--- src/rtl/pwm_capture.sv ---
// pwm_capture: measures high time and period of an asynchronous PWM input,
// publishes results over valid/ready and flags stuck-high/stuck-low inputs.
module pwm_capture #(
  parameter int CNT_W   = 8,
  parameter int TIMEOUT = 255
) (
  input  logic             clock,
  input  logic             reset,
  input  logic             enable,
  input  logic             pwm_in,
  input  logic             meas_ready,
  output logic             meas_valid,
  output logic [CNT_W-1:0] high_cnt,
  output logic [CNT_W-1:0] period_cnt,
  output logic             stuck_high,
  output logic             stuck_low,
  output logic             overrun
);
  typedef enum logic {IDLE, MEASURE} state_t;
  localparam logic [CNT_W-1:0] MAX = '1;
  localparam logic [CNT_W-1:0] TO  = CNT_W'(TIMEOUT);
  localparam logic [CNT_W-1:0] ONE = CNT_W'(1);
  state_t state;
  logic s1, lvl, lvl_d;
  logic [CNT_W-1:0] p_acc, h_acc, quiet;
  logic rise, fall, any_edge, publish;
  assign rise     = lvl & ~lvl_d;
  assign fall     = ~lvl & lvl_d;
  assign any_edge = rise | fall;
  assign publish  = enable && state == MEASURE && rise;
  always_ff @(posedge clock) begin
    if (reset) begin
      s1    <= 1'b0;
      lvl   <= 1'b0;
      lvl_d <= 1'b0;
    end else begin
      s1    <= pwm_in;
      lvl   <= s1;
      lvl_d <= lvl;
    end
  end
  always_ff @(posedge clock) begin
    if (reset || !enable) begin
      state      <= IDLE;
      p_acc      <= '0;
      h_acc      <= '0;
      quiet      <= '0;
      stuck_high <= 1'b0;
      stuck_low  <= 1'b0;
    end else begin
      quiet <= any_edge ? '0 : (quiet == TO ? quiet : quiet + 1'b1);
      if (any_edge) begin
        stuck_high <= 1'b0;
        stuck_low  <= 1'b0;
      end else if (quiet == TO) begin
        stuck_high <= lvl;
        stuck_low  <= ~lvl;
      end
      if (!any_edge && quiet == TO) begin
        state <= IDLE;
      end else if (rise) begin
        state <= MEASURE;
        p_acc <= ONE;
        h_acc <= ONE;
      end else if (state == MEASURE) begin
        p_acc <= p_acc == MAX ? p_acc : p_acc + 1'b1;
        h_acc <= (lvl && h_acc != MAX) ? h_acc + 1'b1 : h_acc;
      end
    end
  end
  // a result arriving while the previous one is still unaccepted is dropped
  always_ff @(posedge clock) begin
    if (reset) begin
      meas_valid <= 1'b0;
      high_cnt   <= '0;
      period_cnt <= '0;
      overrun    <= 1'b0;
    end else if (publish && (!meas_valid || meas_ready)) begin
      meas_valid <= 1'b1;
      high_cnt   <= h_acc;
      period_cnt <= p_acc;
    end else if (publish) begin
      overrun <= 1'b1;
    end else if (meas_valid && meas_ready) begin
      meas_valid <= 1'b0;
    end
  end
endmodule

--- config.mk ---
export PLATFORM = sky130hd
export DESIGN_NAME = pwm_capture
export DESIGN_NICKNAME = d
export VERILOG_FILES = /design/src/rtl/pwm_capture.sv
export SDC_FILE = /design/constraint.sdc
export NUM_CORES = 1
export LEC_CHECK = 0
export ABC_CLOCK_PERIOD_IN_PS = 2300
export CORE_MARGIN = 5
export CORE_UTILIZATION = 55
export CTS_CLUSTER_SIZE = 25
export DETAILED_ROUTE_END_ITERATION = 16
export GPL_ROUTABILITY_DRIVEN = 0
export GPL_TIMING_DRIVEN = 1
export PLACE_DENSITY = 0.86
export SLEW_MARGIN = 20
export SYNTH_ARGS = -nofsm -noshare
export SYNTH_HDL_FRONTEND = slang
export SYNTH_SLANG_ARGS = --single-unit
--- constraint.sdc ---
create_clock -name clock -period 2.3 [get_ports clock]
set_input_delay 0.46 -clock clock [delete_from_list [all_inputs] [get_ports clock]]
set_output_delay 0.46 -clock clock [all_outputs]
set_load 0.02 [all_outputs]
==> results of run 1 <==
[what timing repair did]
item,4_1_cts,5_1_grt
setup endpoints to repair,0,8
gates resized for setup,0,1
hold buffers,0,0
[where the power goes]
group          internal (W)  leakage [nW]  switching, W
combinational     0.0000239         0.405     0.0000404
clock              0.000355        0.0614      0.000275
sequential         0.000835         0.387    0.00000466
total               0.00121         0.854      0.000320
[worst max-delay path, stage by stage, from the launching register on]
cell	delay [ns]
dfxtp_1	0.36
ha_1	0.33
nand4_2	0.20
o22ai_2	0.18
or4_4	0.57
o41ai_1	0.32
[per-stage QoR]
step                worst slack [ns]  hold WS [ns]  utilization (%)  std cells
floorplan                      0.472         0.414                -        256
global placement               0.239         0.425             61.9        321
detailed placement             0.175         0.429             61.9        321
CTS                            0.104         0.451             65.0        329
global route                 0.00900         0.465             65.1        329
finish                         0.210         0.445             65.1        329
[cells in the final DEF, fill, tap and decap left out, types with 3 or more instances in the layout]
cell type        instances
clkbuf_8                 6
o311ai_1                 5
xnor2_1                  3
a31oi_1                  7
buf_4                    5
mux2i_1                  5
nor2b_1                  4
nand3_1                  9
o211ai_1                 3
a32o_1                   3
o21ai_1                  6
nand4_1                  6
nand2_1                 46
a21oi_1                 23
ha_1                     4
dfxtp_1                 48
inv_1                    7
nor3_1                   6
clkdlybuf4s50_1         24
nor2_1                  18
[how the worst max path moves through the flow]
stage	end	slack, ns	cells after the start
floorplan	h_acc[7]	0.47	7
finish	h_acc[5]	0.21	5
detailed placement	h_acc[3]	0.17	5
CTS	h_acc[5]	0.10	5
global route	h_acc[5]	0.009	5
global placement	h_acc[6]	0.24	5
[cells by family (layout without fill, tap and decap cells)]
family	count (synthesis)	in the layout
and+or+nand+nor	109	109
AOI/OAI and AO/OA	65	65
DFF	48	48
buffers and inverters	21	44
muxes	5	5
adders and majority gates	4	4
xor gates and xnor gates	4	4
[layout make-up]
class	count	area, um2
multi-input combinational	187	1120
timing repair buffer	29	278
clock inverter	2	38.8
fill	331	1380
inverter	7	26.3
sequential	48	961
clock buffer	6	82.6
tap	50	62.6
[per-layer routing]
metal	part of all wire (%)	vias to the layer above	track usage (%)
met5	0	-	0
met2	45	58	28.2
met4	2.1	0	7.17
met1	47	871	25.9
met3	6.0	11	4.27
li1	-	973	-
[sequential cells by signal (all words and copies together), names as in the netlist]
register    cells
high_cnt        8
stuck_low       1
overrun         1
s1              1
p_acc           8
period_cnt      8
h_acc           8
lvl_d           1
stuck_high      1
quiet           8
lvl             1
meas_valid      1
state           1
==> flow_summary.ini, run 1 <==
[synthesis]
ys_ff_latch = 48
synth-simple-area-share_pct = 25.0
synth.area.top_cells = dfxtp_1 44%, nand2_1 7.9%, a21oi_1 5.2%
synth_cell_types = 52
syn_nets = 265
synth_common_cells = 48 x dfxtp_1, 46 x nand2_1, 23 x a21oi_1
syn_inst = 256
synth_xor_area_share_pct = 1.60
synth_area_per_cell_um2 = 8.58
synth_area_um2 = 2200
yosysTopAreaCellShare_pct = 43.8
synth_edf_count = 0
yosysWarnings = 0
synth_async_sr_flop_share_pct = 0
synth_most_common_cell = dfxtp_1
synth_largest_area_cell = dfxtp_1
seq_area_frac_synth_pct = 43.8
synthAdderAreaFrac_pct = 2.28
synth-main-ff-cell = dfxtp_1
synth_compound_area_share_pct = 19.5
muxShareOfSynthArea_pct = 2.28
synth_top_family_by_area = simple AND/OR/NAND/NOR gates

[route]
viasPerCell = 5.81
drt_iter0_drc = 140
drc = 0
first_pass_iters = 5
vias = 1913
finalWirelength_um = 4530
drt.antenna.violating_nets = 0
wl_per_cell_um = 13.8

[worst_hold_path]
hold-path-endpoint = lvl
min_path_type = reg2reg
whs_path_depth = 1
min-delay-start = s1

[clock_network]
clk_path_buf_depth = 2
cts_tree = done
path_clk_slew_ns = 0.08
htreeDepth = 2
clock_latency_ns = 0.30
cts.sinks = 48
numCtsBuffers = 5
root_buffer = clkbuf_8
cts_setup_buffers = 0

[floorplan]
die_h_um = 73.2
initial_core_util_pct = 55.7
io_pins = 25
fp.dieW_um = 73.2
fp-row-count = 23
dieArea_um2 = 5360
core-area_um2 = 3940

[global_routing]
grt.total_usage_pct = 18.7
grt_overflow = 0
grt_pass1_wl_um = 7970
grt_pass1_vias = 1720
grt_max_degree = 22
antenna_found_initial = 0

[worst_setup_path]
crit_type = reg2reg
crit_required_ns = 2.48
startpoint_type = register
worst_ep_arrival_time_ns = 2.27
r2r_cells = 5
r2r_slack_ns = 0.21
crit_fanout = 11
r2r-start = quiet[0]
end_kind = register
worstReg2RegEnd = h_acc[5]
critPathLaunch = quiet[0]

[timing]
relSlewSlack_pct = 60.3
fin_crit_ns = 2.09
period_share_pct = 90.9
hold_viol = 0
rsz0062_at_grt = no
finalMaxSlewViolations = 0
finalSetupViolations = 0
fin_tns_setup_ns = 0
finClkSkew_ns = 0.00381
tightest_slew_ns = 0.595
fmax_ghz = 0.478

[placed_design]
io_buffer_count = 24
dpl.hpwl_um = 3120
place_area_um2 = 2440

[cells_and_area]
fin_area_um2 = 2570
fin_nets = 287
antenna_cells = 0
syn_to_final_growth_pct = 16.9
drive_above_1_share_pct = 7.53

[power_and_ir_drop]
p_per_area_nw_per_um2 = 598
p_leak_nw = 0.854
ir_drop_v = 0.000424
total_power_w = 0.00153

[outcome]
outcome = completed

[run]
cap_violations = 0
(Power assumes the default switching activity.)
==> inputs of run 2 (changes only) <==
- SETUP_SLACK_MARGIN: default -> 0.2
==> flow_summary.ini, run 2 (synthesis results as in run 1) <==
[route]
vias = 1928
wl_per_cell_um = 14.0
drc = 0
first_pass_iters = 5
drt_iter0_drc = 130
viasPerCell = 5.86
finalWirelength_um = 4610
drt.antenna.violating_nets = 0

[timing]
fmax_ghz = 0.505
tightest_slew_ns = 0.597
period_share_pct = 86.1
finClkSkew_ns = 0.00253
rsz0062_at_grt = no
hold_viol = 0
fin_crit_ns = 1.98
relSlewSlack_pct = 60.2
finalSetupViolations = 0
fin_tns_setup_ns = 0
finalMaxSlewViolations = 0

[clock_network]
clk_path_buf_depth = 2
cts_tree = done
post_cts_resized = 1
numCtsBuffers = 5
cts_setup_buffers = 0
root_buffer = clkbuf_8
htreeDepth = 2
cts.sinks = 48
clock_latency_ns = 0.30
path_clk_slew_ns = 0.08
postCtsHoldBufs = 0

[worst_setup_path]
crit_type = reg2reg
r2r_slack_ns = 0.32
crit_end = h_acc[5]
critPathLaunch = lvl
crit_required_ns = 2.50
worstReg2RegEnd = h_acc[5]
end_kind = register
r2r_cells = 5
worst_ep_arrival_time_ns = 2.18
crit_fanout = 10
r2r-start = lvl
startpoint_type = register

[floorplan]
dieArea_um2 = 5360
io_pins = 25
initial_core_util_pct = 55.7
core-area_um2 = 3940
fp.dieW_um = 73.2
die_h_um = 73.2
fp-row-count = 23

[cells_and_area]
final_cell_mix = 48 x dfxtp_1, 46 x nand2_1, 24 x clkdlybuf4s50_1, 23 x a21oi_1, 18 x nor2_1
drive_above_1_share_pct = 8.24
fin_nets = 287
syn_to_final_growth_pct = 17.4
fin_area_um2 = 2580
antenna_cells = 0
final_common_cell = dfxtp_1

[global_routing]
grt_overflow = 0
grt_max_degree = 22
grt_pass1_vias = 1710
grt.total_usage_pct = 18.8
grt_pass1_wl_um = 7980
antenna_found_initial = 0

[power_and_ir_drop]
p_per_area_nw_per_um2 = 598
p_leak_nw = 0.857
ir_drop_v = 0.000425

[placed_design]
place_area_um2 = 2440
io_buffer_count = 24
dpl.hpwl_um = 3120

[worst_hold_path]
min_path_type = reg2reg

[outcome]
outcome = completed

[run]
cap_violations = 0
run 2: cell types whose count changed in the layout (fill, tap and decap cells not counted):
cell | previous run | this run
ha_1 | 4 | 3
ha_2 | 0 | 1
o41ai_1 | 2 | 1
o41ai_2 | 0 | 1
run 2: metrics by stage:
step                power (W)  instances  utilization [%]  worst slack [ns]  hold slack, ns
floorplan            0.000906        256                -             0.472           0.414
global placement     0.000921        321             61.9             0.239           0.425
detailed placement   0.000922        321             61.9             0.175           0.429
CTS                   0.00155        329             65.1             0.214           0.451
global route          0.00160        329             65.4             0.206           0.465
finish                0.00154        329             65.4             0.319           0.446
run 2: worst min-delay path by stage:
stage | startpoint | endpoint | slack, ns | cells past startpoint
floorplan | s1 | lvl | 0.41 | 1
global placement | s1 | lvl | 0.43 | 1
detailed placement | s1 | lvl | 0.43 | 1
CTS | s1 | lvl | 0.45 | 1
global route | s1 | lvl | 0.47 | 1
finish | s1 | lvl | 0.45 | 1
run 2: power by group:
| part | internal [W] | switching (W) | leakage [nW] |
|---|---|---|---|
| combinational | 0.0000240 | 0.0000408 | 0.408 |
| sequential | 0.000835 | 0.00000496 | 0.387 |
| clock | 0.000355 | 0.000280 | 0.0614 |
run 2: critical path: stages (launching register included):
cell	delay, ns
dfxtp_1	0.34
ha_1	0.34
and4b_1	0.24
and3_4	0.22
or4_4	0.48
o41ai_2	0.26
run 2: final cells by class:
type	instances	area (um2)
clock buffers	6	82.6
clock inverters	2	38.8
fillers	329	1370
inverters	7	26.3
multi-input cells	187	1130
flip-flops and latches	48	961
well taps	50	62.6
repair buffers	29	278
run 2: metal layers:
metal | up-vias | global-route usage (%) | part of all wire, %
met5 | - | 0 | 0
met4 | 0 | 7.17 | 1.6
met3 | 9 | 4.27 | 5.9
met2 | 65 | 28.2 | 45
met1 | 876 | 26.1 | 48
li1 | 978 | - | -
